==> src/rtl/ctrl_pkg.sv <==
// ctrl_pkg: shared definitions for the ctrl_sequencer fetch/decode/execute controller.
//   - field widths, opcode values, FSM state encoding
//   - accumulator mux select codes, ALU opcode codes
//   - ctl_t: decoded control word produced by instr_decode
package ctrl_pkg;

   localparam int PC_W  = 4;
   localparam int IMM_W = 4;

   localparam logic [3:0] OP_NOP  = 4'h0;
   localparam logic [3:0] OP_LDI  = 4'h1;
   localparam logic [3:0] OP_LDR  = 4'h2;
   localparam logic [3:0] OP_STR  = 4'h3;
   localparam logic [3:0] OP_ADD  = 4'h4;
   localparam logic [3:0] OP_SUB  = 4'h5;
   localparam logic [3:0] OP_AND  = 4'h6;
   localparam logic [3:0] OP_OR   = 4'h7;
   localparam logic [3:0] OP_XOR  = 4'h8;
   localparam logic [3:0] OP_JMP  = 4'h9;
   localparam logic [3:0] OP_JZ   = 4'hA;
   localparam logic [3:0] OP_HALT = 4'hF;

   typedef enum logic [2:0] {
      ST_IDLE   = 3'd0,
      ST_FETCH  = 3'd1,
      ST_DECODE = 3'd2,
      ST_EXEC   = 3'd3,
      ST_HALT   = 3'd4
   } state_t;

   localparam logic [1:0] SEL_IMM = 2'b00;
   localparam logic [1:0] SEL_REG = 2'b01;
   localparam logic [1:0] SEL_ALU = 2'b10;

   localparam logic [2:0] ALU_ADD = 3'd0;
   localparam logic [2:0] ALU_SUB = 3'd1;
   localparam logic [2:0] ALU_AND = 3'd2;
   localparam logic [2:0] ALU_OR  = 3'd3;
   localparam logic [2:0] ALU_XOR = 3'd4;

   typedef struct packed {
      logic [1:0] sel;
      logic [2:0] alu_op;
      logic       ld;
      logic       we;
      logic       jmp;
      logic       jz;
      logic       halt;
      logic       illegal;
   } ctl_t;

endpackage

==> src/rtl/ctrl_sequencer_if.sv <==
// ctrl_sequencer_if: instruction-ROM and datapath-control bundle of the sequencer.
//   master (sequencer): in  run, instr_in, acc_zero
//                       out pc_out, rom_rd_en, load_acc, SelAcc, immediate,
//                           reg_addr, reg_we, alu_op, halted, illegal_op
//   slave  (ROM / accumulator stage / bench): mirror image of master
interface ctrl_sequencer_if #(
   parameter int PC_W  = 4,
   parameter int IMM_W = 4
);
   logic             run;
   logic [PC_W-1:0]  pc_out;
   logic             rom_rd_en;
   logic [7:0]       instr_in;
   logic             acc_zero;
   logic             load_acc;
   logic [1:0]       SelAcc;
   logic [IMM_W-1:0] immediate;
   logic [IMM_W-1:0] reg_addr;
   logic             reg_we;
   logic [2:0]       alu_op;
   logic             halted;
   logic             illegal_op;

   modport master (
      input  run, instr_in, acc_zero,
      output pc_out, rom_rd_en, load_acc, SelAcc, immediate,
             reg_addr, reg_we, alu_op, halted, illegal_op
   );

   modport slave (
      output run, instr_in, acc_zero,
      input  pc_out, rom_rd_en, load_acc, SelAcc, immediate,
             reg_addr, reg_we, alu_op, halted, illegal_op
   );
endinterface

==> src/rtl/instr_decode.sv <==
// instr_decode: combinational opcode -> control word.
//   i_opcode  in  4      instruction opcode field (instr[7:4])
//   o_ctl     out ctl_t  {sel, alu_op, ld, we, jmp, jz, halt, illegal}
// Unused fields stay zero, so a NOP/jump leaves the mux on SEL_IMM and the ALU on ADD.
module instr_decode
   import ctrl_pkg::*;
(
   input  logic [3:0] i_opcode,
   output ctl_t       o_ctl
);

   always_comb begin
      o_ctl     = '0;
      o_ctl.sel = SEL_IMM;
      case (i_opcode)
         OP_NOP:  ;
         OP_LDI:  o_ctl.ld = 1'b1;
         OP_LDR: begin
            o_ctl.sel = SEL_REG;
            o_ctl.ld  = 1'b1;
         end
         OP_STR:  o_ctl.we = 1'b1;
         OP_ADD, OP_SUB, OP_AND, OP_OR, OP_XOR: begin
            o_ctl.sel    = SEL_ALU;
            // ALU opcodes are laid out in the same order as the arithmetic opcodes
            o_ctl.alu_op = 3'(i_opcode - OP_ADD);
            o_ctl.ld     = 1'b1;
         end
         OP_JMP:  o_ctl.jmp  = 1'b1;
         OP_JZ:   o_ctl.jz   = 1'b1;
         OP_HALT: o_ctl.halt = 1'b1;
         default: o_ctl.illegal = 1'b1;
      endcase
   end

endmodule

==> src/rtl/ctrl_sequencer.sv <==
// ctrl_sequencer: fetch/decode/execute controller feeding the accumulator/mux stage.
//   clk  in  1   system clock, all state on rising edge
//   clb  in  1   synchronous active-high reset
//   bus  ctrl_sequencer_if.master  ROM fetch port and datapath controls
// Every instruction takes FETCH, DECODE, EXECUTE (3 cycles). The IR is loaded at the
// end of DECODE; mux select, immediate, register address and ALU opcode are decoded
// from the IR, so they are stable for the whole EXECUTE cycle and beyond.
module ctrl_sequencer
   import ctrl_pkg::*;
#(
   parameter int PC_W  = 4,
   parameter int IMM_W = 4
) (
   input  logic                   clk,
   input  logic                   clb,
   ctrl_sequencer_if.master       bus
);

   state_t          r_state;
   state_t          w_state_next;
   logic [PC_W-1:0] r_pc;
   logic [PC_W-1:0] w_pc_next;
   logic [PC_W-1:0] w_target;
   logic [7:0]      r_ir;
   ctl_t            w_ctl;
   logic            w_exec;

   instr_decode u_decode (
      .i_opcode (r_ir[7:4]),
      .o_ctl    (w_ctl)
   );

   assign w_target = PC_W'(r_ir[3:0]);

   always_ff @(posedge clk) begin
      if (clb) begin
         r_state <= ST_IDLE;
         r_pc    <= '0;
         r_ir    <= '0;
      end else begin
         r_state <= w_state_next;
         r_pc    <= w_pc_next;
         if (r_state == ST_DECODE) begin
            r_ir <= bus.instr_in;
         end
      end
   end

   always_comb begin
      w_state_next = r_state;
      w_pc_next    = r_pc;
      case (r_state)
         ST_IDLE: begin
            if (bus.run) w_state_next = ST_FETCH;
         end
         ST_FETCH:  w_state_next = ST_DECODE;
         ST_DECODE: w_state_next = ST_EXEC;
         ST_EXEC: begin
            if (w_ctl.halt) begin
               w_state_next = ST_HALT;
            end else begin
               if (w_ctl.jmp || (w_ctl.jz && bus.acc_zero)) begin
                  w_pc_next = w_target;
               end else begin
                  w_pc_next = r_pc + PC_W'(1);
               end
               // run is only looked at on the instruction boundary
               w_state_next = bus.run ? ST_FETCH : ST_IDLE;
            end
         end
         ST_HALT:   w_state_next = ST_HALT;
         default:   w_state_next = ST_IDLE;
      endcase
   end

   // Strobes are masked by clb so a reset landing in EXECUTE never lets a load/write escape.
   assign w_exec = (r_state == ST_EXEC) && !clb;

   assign bus.pc_out     = r_pc;
   assign bus.rom_rd_en  = (r_state == ST_FETCH);
   assign bus.load_acc   = w_exec && w_ctl.ld;
   assign bus.reg_we     = w_exec && w_ctl.we;
   assign bus.illegal_op = w_exec && w_ctl.illegal;
   assign bus.SelAcc     = w_ctl.sel;
   assign bus.alu_op     = w_ctl.alu_op;
   assign bus.immediate  = IMM_W'(r_ir[3:0]);
   assign bus.reg_addr   = IMM_W'(r_ir[3:0]);
   assign bus.halted     = (r_state == ST_HALT);

endmodule
==> src/flat_wrapper.sv <==
// flat-port wrapper written by rule: the top's interface ports become plain ports
module ctrl_sequencer_flat import ctrl_pkg::*;
#(
   parameter int PC_W  = 4,
   parameter int IMM_W = 4
)
  (clk, clb, bus_run, bus_instr_in, bus_acc_zero, bus_pc_out, bus_rom_rd_en, bus_load_acc, bus_SelAcc, bus_immediate, bus_reg_addr, bus_reg_we, bus_alu_op, bus_halted, bus_illegal_op);
  ctrl_sequencer_if #(.PC_W(PC_W), .IMM_W(IMM_W)) bus_i ();
  input  logic clk;
  input  logic clb;
  input wire logic [$bits(bus_i.run)-1:0] bus_run;
  input wire logic [$bits(bus_i.instr_in)-1:0] bus_instr_in;
  input wire logic [$bits(bus_i.acc_zero)-1:0] bus_acc_zero;
  output wire logic [$bits(bus_i.pc_out)-1:0] bus_pc_out;
  output wire logic [$bits(bus_i.rom_rd_en)-1:0] bus_rom_rd_en;
  output wire logic [$bits(bus_i.load_acc)-1:0] bus_load_acc;
  output wire logic [$bits(bus_i.SelAcc)-1:0] bus_SelAcc;
  output wire logic [$bits(bus_i.immediate)-1:0] bus_immediate;
  output wire logic [$bits(bus_i.reg_addr)-1:0] bus_reg_addr;
  output wire logic [$bits(bus_i.reg_we)-1:0] bus_reg_we;
  output wire logic [$bits(bus_i.alu_op)-1:0] bus_alu_op;
  output wire logic [$bits(bus_i.halted)-1:0] bus_halted;
  output wire logic [$bits(bus_i.illegal_op)-1:0] bus_illegal_op;
  assign bus_i.run = bus_run;
  assign bus_i.instr_in = bus_instr_in;
  assign bus_i.acc_zero = bus_acc_zero;
  assign bus_pc_out = bus_i.pc_out;
  assign bus_rom_rd_en = bus_i.rom_rd_en;
  assign bus_load_acc = bus_i.load_acc;
  assign bus_SelAcc = bus_i.SelAcc;
  assign bus_immediate = bus_i.immediate;
  assign bus_reg_addr = bus_i.reg_addr;
  assign bus_reg_we = bus_i.reg_we;
  assign bus_alu_op = bus_i.alu_op;
  assign bus_halted = bus_i.halted;
  assign bus_illegal_op = bus_i.illegal_op;
  ctrl_sequencer #(.PC_W(PC_W), .IMM_W(IMM_W)) u_core (.clk(clk), .clb(clb), .bus(bus_i));
endmodule
==> config.mk <==
export PLATFORM = sky130hd
export DESIGN_NAME = ctrl_sequencer_flat
export DESIGN_NICKNAME = d
export VERILOG_FILES = /design/src/rtl/ctrl_pkg.sv /design/src/rtl/ctrl_sequencer_if.sv /design/src/rtl/instr_decode.sv /design/src/rtl/ctrl_sequencer.sv /design/src/flat_wrapper.sv
export SDC_FILE = /design/constraint.sdc
export NUM_CORES = 1
export LEC_CHECK = 0
export ABC_AREA = 1
export CAP_MARGIN = 30
export CORE_MARGIN = 1
export CORE_UTILIZATION = 45
export CTS_CLUSTER_DIAMETER = 120
export CTS_CLUSTER_SIZE = 12
export DETAILED_ROUTE_END_ITERATION = 8
export PLACE_DENSITY_LB_ADDON = 0.25
export SYNTH_ARGS = -nofsm -noshare
export SYNTH_HDL_FRONTEND = slang
export SYNTH_SLANG_ARGS = --single-unit
==> constraint.sdc <==
create_clock -name clk -period 1.6 [get_ports clk]
set_input_delay 0.24 -clock clk [delete_from_list [all_inputs] [get_ports clk]]
set_output_delay 0.24 -clock clk [all_outputs]
set_load 0.05 [all_outputs]
Yosys cells after proc, flatten, opt, wreduce, memory -nomap -nowiden:

Index checks and enable logic that the tools add are counted.
W data, S select, Z words.

* bits in registers: 15
* input bits: 12

* reduce and logical (&&, ||, !) cells: 13
* $add $sub $neg: 2
* eq/ne operators: 16
* mux-type cells: 13
* bitwise operators: 1

Operators by type and width (count)
* $eq A4 B3 Y1 const B: 4
* $eq A4 B4 Y1 const B: 4
* $pmux W3 S5: 1
* $reduce_or A12 Y1: 1
* $mux W3: 3
* $eq A4 B2 Y1 const B: 2
* $mux W1: 7
* $reduce_or A7 Y1: 1
* $eq A3 B2 Y1 const B: 2
* $logic_and A1 B1 Y1: 5
* $reduce_or A5 Y1: 1
* $add A4 B1 Y4 const B: 1
* $eq A4 B1 Y1 const B: 1
* $logic_not A4 Y1: 1
* $mux W4: 1
* $pmux W2 S2: 1
* $eq A3 B1 Y1 const B: 1
* $eq A3 B3 Y1 const B: 1
* $logic_not A3 Y1: 1
* $sub A3 B3 Y3 const B: 1
* $ne A2 B2 Y1 const B: 1
* $reduce_and A2 Y1: 1
* $logic_not A1 Y1: 1
* $logic_or A1 B1 Y1: 1
* $not A1 Y1: 1

Depth between registers and ports, before layout:

Gate-level depths: netlist (run 1).

* word-level depth: 5
* depth in mapped cells: 9

Cells and area by module:

Synthesis (run 1) repeated with hierarchy kept, for this count alone.

* cells, all modules: 138
* area total of the unflattened synthesis: 885.8 um^2

By module, submodules not included
* ctrl_sequencer: instances 1, area an instance 752.0 um^2, sequential area each 300.3 um^2, cells each 109
* instr_decode: instances 1, area an instance 133.9 um^2, sequential area each 0.0 um^2, cells each 29

Worst setup path after synthesis (run 1):

Ideal clock, no wire load.

* path kind: reg2out
* start point: reg u_core.r_ir[7]
* end point: out bus_load_acc
* arrival time: 2.552 ns
* stages on the path, launching flop included: 5
* path slack: -1.192 ns
* data required time: 1.360 ns
* path through: dfxtp_1 -> nand2_2 -> nor3_1 -> nor2_1 -> a21oi_1

* longest elaborated chain between the ends: 4
* elaborated cells between the ends (all ways): 10
* those cells by class: 7 x eq/ne; 1 x mux; 2 x reduce/logical

RTL lines
* start: declaration: RTL line ctrl_sequencer.sv:24 `logic [7:0] r_ir;`
* start signal: assignment: RTL line ctrl_sequencer.sv:44 `r_ir <= bus.instr_in;`
* $eq A4 B3 Y1, or another cell as far along: RTL line instr_decode.sv:15 `case (i_opcode)`
* $reduce_or A7 Y1 (no line) (*)
* $mux W1 (*): RTL line instr_decode.sv:15
* $logic_and A1 B1 Y1 (*): RTL line ctrl_sequencer.sv:81 `assign bus.load_acc = w_exec && w_ctl.ld;`
* end: declaration: RTL line flat_wrapper.sv:16 `output wire logic [$bits(bus_i.load_acc)-1:0] bus_load_acc;`

Every way passes the cells marked *; elsewhere a longest branch is shown, timed or not.

Worst setup path in the final report (run 1):

* start point: reg u_core.r_ir[4]
* end point: out bus_load_acc

The elaborated chain is that of the path after synthesis.

==> flow_metrics.py, run 1 <==
metrics = {
    "synthesis": {
        "synth_top_family_by_area": "simple AND/OR/NAND/NOR gates",
        "synth_sequential_area_ratio": 0.351,
        "syn-cell-area_sq_um": 855,
        "synth_nets": 136,
        "yosysWarningCount": 0,
        "synth.area.top_cells": "sky130_fd_sc_hd__dfxtp_1 35%, sky130_fd_sc_hd__buf_4 7.9%, sky130_fd_sc_hd__nand2_1 7.9%, sky130_fd_sc_hd__a21oi_1 7.0%, sky130_fd_sc_hd__nor2_1 6.1%",
        "synthXorXnorAreaFrac": 0.0102,
        "synth.area.mux_share": 0,
        "synth_compound_area_frac": 0.148,
        "synth.lib_cells_used.distinct": 23,
        "synth.ff_latch_count": 15,
        "synthesis.instances": 123,
        "synth_top_cell_by_area": "sky130_fd_sc_hd__dfxtp_1",
        "synth_area_in_simple_gates": 0.324,
        "yosys.area.top_type_share": 0.351,
        "yosys.area_share.adder": 0.0146,
        "postSynthAreaPerCell_sq_um": 6.95,
    },
    "floorplanning": {
        "rows": 15,
        "core_area_sq_um": 1750,
        "die_footprint_sq_um": 2080,
        "floorplan.die.width_um": 45.6,
        "die_y_um": 45.6,
        "start_util": 0.490,
        "io-pin-count": 34,
    },
    "worst_setup_path": {
        "cp-end-kind": "output port",
        "crit_path_start_kind": "flip-flop",
        "r2r_start": "u_core.r_state[0]",
        "crit_start": "u_core.r_ir[4]",
        "arrival_ns": 1.48,
        "reg2reg_slack_ns": 0.20,
        "crit_fanout": 5,
        "critical_path.cell_chain": "inv_1 > nand2_1 > nand2_2 > nand3_1 > a21oi_4 > buf_12",
        "crit_required_ns": 1.36,
        "cpPeakStageDelay_ns": 0.38,
        "critical_path.slowest_cell": "sky130_fd_sc_hd__dfxtp_2",
        "crit_type": "reg -> out",
    },
    "drt": {
        "routed_wirelength_mm": 2.96,
        "final_antenna_net_count": 0,
        "drt-pass1-iter-count": 4,
        "drtIter0Drc": 45,
        "drc_violations_left": 0,
        "vias": 1015,
        "detail_route.vias_per_cell": 5.43,
        "routedWlPerCell_um": 15.8,
    },
    "pwr": {
        "p_switching_mw": 0.462,
        "intPower_mw": 0.679,
        "power_switching_share": 0.405,
        "sequentialPowerShare": 0.391,
        "power.ir.vdd_worst_uv": 587,
        "power.density_nw_per_um2": 785,
        "combinational_share_of_power": 0.406,
        "cellLeakagePower_nw": 0.606,
        "share_clk_of_total_power": 0.203,
    },
    "hold_path": {
        "worstHoldStart": "u_core.bus.pc_out[3]",
        "hold_path_class": "reg -> reg",
    },
    "finish": {
        "num-fill-cells": 100,
        "num-nets-final": 176,
        "final_standard_cell_utilization_of_the_core": 0.833,
        "synthToLayoutAreaGrowth_pct": 70.1,
        "antenna-diode-count": 0,
        "drive_gt1_frac": 0.426,
        "non_filler_cells_in_the_finished_layout": 187,
    },
    "global_routing": {
        "wire_length_of_the_first_global_routing_pass_mm": 3.97,
        "grt_antenna_before_repair": 0,
        "largest_net_degree_at_the_start_of_global_routing": 16,
        "first_global_vias": 882,
        "groute.usage.overall": 0.277,
        "globalRouteOverflowTotal": 0,
    },
    "timing": {
        "report.final.setup_viol": 2,
        "hold_ws_ns": 0.503,
        "setup_ws_final_ns": -0.124,
        "tightestPinTransition_ns": 0.451,
        "achievable_freq_ghz": 0.580,
        "final.period_utilization": 1.08,
        "slew_violations": 0,
        "fin_skew_ns": 0.000514,
        "rsz_0062_raised_after_global_routing": "true",
        "slew_headroom": 0.699,
        "timing.final.hold_violations": 0,
        "setup-tns-final_ns": -0.133,
        "timing.final.crit_period_ns": 1.72,
    },
    "clocking": {
        "htreeDepth": 1,
        "clk_root_buffer_cell": "sky130_fd_sc_hd__clkbuf_4",
        "cts.sinks": 15,
        "clk_pin_slew_worst_paths_ns": 0.10,
        "post_cts_hold_buffer_count": 0,
        "number_of_buffers_on_the_longest_clock_path": 2,
        "clock_insertion_delay_worst_skew_ns": 0.29,
        "tritoncts_clock_tree": "built",
        "num_cts_buffers": 3,
    },
    "placed_design": {
        "dp_slack_ns": 0.0258,
        "detailed_place_hpwl_mm": 1.65,
        "io_buffers": 33,
        "place.detailed.instances": 174,
        "place.gp.congestion": 0.792,
    },
    "status": {
        "status": "finished, violations left",
        "violated_checks": "setup timing",
    },
    "flow_run": {
        "drv_cap": 0,
    },
}
worst max-delay path, delay by kind of cell, from the launching register on:
kind / cells / cell delay (ns)
flops: 1 / 0.38
compound gates: 1 / 0.19
simple gates: 3 / 0.35
buf+inv: 2 / 0.28
kinds of logic after synthesis:
group,after synthesis
xor+xnor,1
flops,15
buf+inv,25
simple gates,57
compound gates,24
fa+ha+maj,1
power by group through the flow:
stage / clock [mW] / sequential, mW / combinational, mW
after global routing: 0.249 / 0.448 / 0.482
after global placement: 0 / 0.447 / 0.386
final: 0.232 / 0.446 / 0.463
after detailed placement: 0 / 0.450 / 0.389
after CTS: 0.238 / 0.441 / 0.432
after floorplan: 0 / 0.449 / 0.265
final timing paths:
path | endpoint | cells after the start
hold / removal | u_core.bus.pc_out[3] | 2
setup / recovery | bus_load_acc | 6
setup reg to reg | u_core.r_ir[5] | 4
hold reg to reg | u_core.bus.pc_out[3] | 2
placed cells by master, fill, tap and decap left out, drive strengths merged:
master	count
nor4	2
xnor2	1
nor2	19
nand3	8
buf	34
o21a	2
a31oi	1
o21ai	9
clkdlybuf4s50	11
ha	1
dfxtp	15
inv	15
nand2	23
a21oi	12
nand4	1
clkbuf	4
nor3	4
per-stage QoR:
step                      power (mW)  instance area (sq um)
final                           1.14                   1450
after global routing            1.18                   1450
after CTS                       1.11                   1420
after detailed placement       0.839                   1280
after global placement         0.832                   1280
after floorplan                0.714                    901
cells in the mapped netlist:
cell type and n:
sky130_fd_sc_hd__clkbuf_1 1, sky130_fd_sc_hd__xnor2_1 1, sky130_fd_sc_hd__dfxtp_1 15, sky130_fd_sc_hd__nand3_1 8, sky130_fd_sc_hd__nor2_1 14, sky130_fd_sc_hd__o21a_1 2, sky130_fd_sc_hd__nor3_1 4, sky130_fd_sc_hd__a31oi_1 1
sky130_fd_sc_hd__o21ai_1 1, sky130_fd_sc_hd__nor2_2 3, sky130_fd_sc_hd__nand2_4 1, sky130_fd_sc_hd__inv_4 1, sky130_fd_sc_hd__nand2_1 18, sky130_fd_sc_hd__a21oi_1 12, sky130_fd_sc_hd__inv_1 12, sky130_fd_sc_hd__nor4_1 2
sky130_fd_sc_hd__nor2_4 2, sky130_fd_sc_hd__ha_1 1, sky130_fd_sc_hd__nand4_1 1, sky130_fd_sc_hd__buf_4 9, sky130_fd_sc_hd__o21ai_0 8, sky130_fd_sc_hd__inv_2 2, sky130_fd_sc_hd__nand2_2 4
registers in the layout, indices dropped and copies added, names as in the netlist:
| name | count |
|---|---|
| u_core.r_state | 3 |
| u_core.bus.pc_out | 4 |
| u_core.r_ir | 8 |
routing by layer:
| layer | global-route usage | up-vias | wire length, um |
|---|---|---|---|
| met1 | 0.300 | 475 | 1080 |
| met5 | 0 | - | 0 |
| met2 | 0.503 | 57 | 1580 |
| met3 | 0.0595 | 14 | 189 |
| met4 | 0.133 | 0 | 110 |
| li1 | - | 469 | - |
cell type report:
cell class              instances  area, sq um  share of cell area
clock buffers                   4         26.3              0.0181
inverters                      15         63.8              0.0439
multi-input cells              83          522               0.359
flip-flops and latches         15          320               0.220
well taps                      25         31.3              0.0215
repair buffers                 45          490               0.337
timing repair:
action,4_1_cts,5_1_grt
setup buffers,8,1
resized for setup,14,9
gates cloned,0,0
endpoints found under the setup margin,6,6
pin swaps,5,0
Power figures use the tool's default switching activity.
==> inputs of run 2 (changes only) <==
- CORE_UTILIZATION: 45 -> 42
- SLEW_MARGIN: not set -> 25
- clock period: 1.6 -> 1.68 ns (I/O delays scaled with it)
==> flow_metrics.py, run 2 (same netlist as run 1, synthesis figures left out) <==
metrics = {
    "pwr": {
        "design_power_total_mw": 1.05,
        "power.density_nw_per_um2": 747,
        "p_switching_mw": 0.425,
        "combinational_share_of_power": 0.383,
        "share_clk_of_total_power": 0.211,
        "power_switching_share": 0.405,
        "cellLeakagePower_nw": 0.574,
        "intPower_mw": 0.624,
        "sequentialPowerShare": 0.406,
        "power.ir.vdd_worst_uv": 507,
    },
    "drt": {
        "routed_wirelength_mm": 2.52,
        "final_antenna_net_count": 0,
        "detail_route.vias_per_cell": 5.35,
        "vias": 968,
        "drc_violations_left": 0,
        "routedWlPerCell_um": 13.9,
        "drt-pass1-iter-count": 4,
        "drtIter0Drc": 22,
    },
    "placed_design": {
        "detailed_place_hpwl_mm": 1.72,
        "dp_slack_ns": 0.107,
        "io_buffers": 33,
        "place.gp.congestion": 0.795,
        "place_area_sq_um": 1280,
    },
    "worst_setup_path": {
        "crit_start": "u_core.r_state[0]",
        "arrival_ns": 1.43,
        "crit_fanout": 5,
        "crit_type": "reg -> out",
        "r2r_start": "u_core.r_state[2]",
        "crit_required_ns": 1.43,
        "crit_path_start_kind": "flip-flop",
        "ff2ff_path_depth": 4,
        "cp-end-kind": "output port",
    },
    "timing": {
        "final.period_utilization": 0.999,
        "timing.final.crit_period_ns": 1.68,
        "slew_violations": 0,
        "rsz_0062_raised_after_global_routing": "true",
        "tightestPinTransition_ns": 0.456,
        "report.final.setup_viol": 0,
        "achievable_freq_ghz": 0.596,
        "setup_ws_final_ns": 0.00239,
        "slew_headroom": 0.696,
        "fin_skew_ns": 0.00780,
        "setup-tns-final_ns": 0,
        "timing.final.hold_violations": 0,
    },
    "floorplanning": {
        "io-pin-count": 34,
        "die_footprint_sq_um": 2220,
        "die_y_um": 47.1,
        "core_area_sq_um": 1820,
        "start_util": 0.469,
        "floorplan.die.width_um": 47.1,
        "rows": 15,
    },
    "hold_path": {
        "hold_path_class": "reg -> reg",
        "hold-path-cell-count": 2,
        "worstHoldStart": "u_core.r_ir[0]",
    },
    "global_routing": {
        "largest_net_degree_at_the_start_of_global_routing": 16,
        "first_global_vias": 851,
        "wire_length_of_the_first_global_routing_pass_mm": 3.74,
        "grt_antenna_before_repair": 0,
        "groute.usage.overall": 0.242,
        "globalRouteOverflowTotal": 0,
    },
    "finish": {
        "mostFrequentLayoutCells": "18 x sky130_fd_sc_hd__buf_4, 16 x sky130_fd_sc_hd__nand2_1, 13 x sky130_fd_sc_hd__nor2_1, 11 x sky130_fd_sc_hd__a21oi_1, 11 x sky130_fd_sc_hd__clkdlybuf4s50_1",
        "num-nets-final": 170,
        "final_standard_cell_utilization_of_the_core": 0.772,
        "most_common_cell_after_layout_fill_and_taps_aside": "sky130_fd_sc_hd__buf_4",
        "largest-register": "u_core.r_ir",
        "num-fill-cells": 127,
        "largest_register_ff_count": 8,
        "antenna-diode-count": 0,
        "finalInstanceArea_sq_um": 1410,
        "drive_gt1_frac": 0.404,
        "synthToLayoutAreaGrowth_pct": 64.4,
    },
    "clocking": {
        "tritoncts_clock_tree": "built",
        "htreeDepth": 1,
        "number_of_buffers_on_the_longest_clock_path": 2,
        "cts.sinks": 15,
        "clock_insertion_delay_worst_skew_ns": 0.30,
        "clk_pin_slew_worst_paths_ns": 0.10,
        "clk_root_buffer_cell": "sky130_fd_sc_hd__clkbuf_4",
        "num_cts_buffers": 3,
    },
    "status": {
        "status": "finished, final reports clean",
    },
    "flow_run": {
        "drv_cap": 0,
    },
}
[run 2: per-layer routing]
layer | global-route usage | part of all wire
met2 | 0.436 | 0.52
met5 | 0 | 0
met1 | 0.286 | 0.41
met4 | 0.103 | 0.021
met3 | 0.0346 | 0.050
[run 2: what timing repair did]
item                       in CTS  in global routing
setup buffers                   2                  1
pin swaps                       2                  3
hold buffers                    0                  0
resized for setup              16                  7
setup endpoints to repair       4                  4
[run 2: layout make-up]
cell class	count	area, sq um	share of cell area
well taps	25	31.3	0.0223
flip-flops and latches	15	318	0.226
multi-input cells	83	519	0.370
clock inverters	1	5.00	0.00356
inverters	15	63.8	0.0454
clock buffers	3	22.5	0.0160
repair buffers	39	445	0.317
[run 2: worst paths after layout]
check	endpoint	slack (ns)
worst max-delay path	bus_load_acc	0.002
worst max register to register	u_core.r_state[1]	0.33
worst min register to register	u_core.r_ir[0]	0.51
worst min-delay path	u_core.r_ir[0]	0.51
[run 2: through the flow]
step                hold WS (ns)  cells
global route               0.532    181
floorplan                  0.321    123
global placement           0.478    174
CTS                        0.507    180
finish                     0.507    181
detailed placement         0.490    174
[run 2: power groups by stage]
stage                     clock [mW]  combinational [mW]  sequential [mW]
after global placement             0               0.364            0.424
after CTS                      0.221               0.391            0.422
final                          0.221               0.402            0.426
after detailed placement           0               0.371            0.427
after floorplan                    0               0.250            0.427
after global routing           0.238               0.425            0.429
[run 2: critical path: stages, from the launching register on]
cell and delay [ns]:
sky130_fd_sc_hd__dfxtp_2 0.39, sky130_fd_sc_hd__nand2_1 0.11, sky130_fd_sc_hd__nor2_4 0.13, sky130_fd_sc_hd__nand2_4 0.08, sky130_fd_sc_hd__buf_4 0.15, sky130_fd_sc_hd__a21oi_4 0.12, sky130_fd_sc_hd__buf_12 0.15
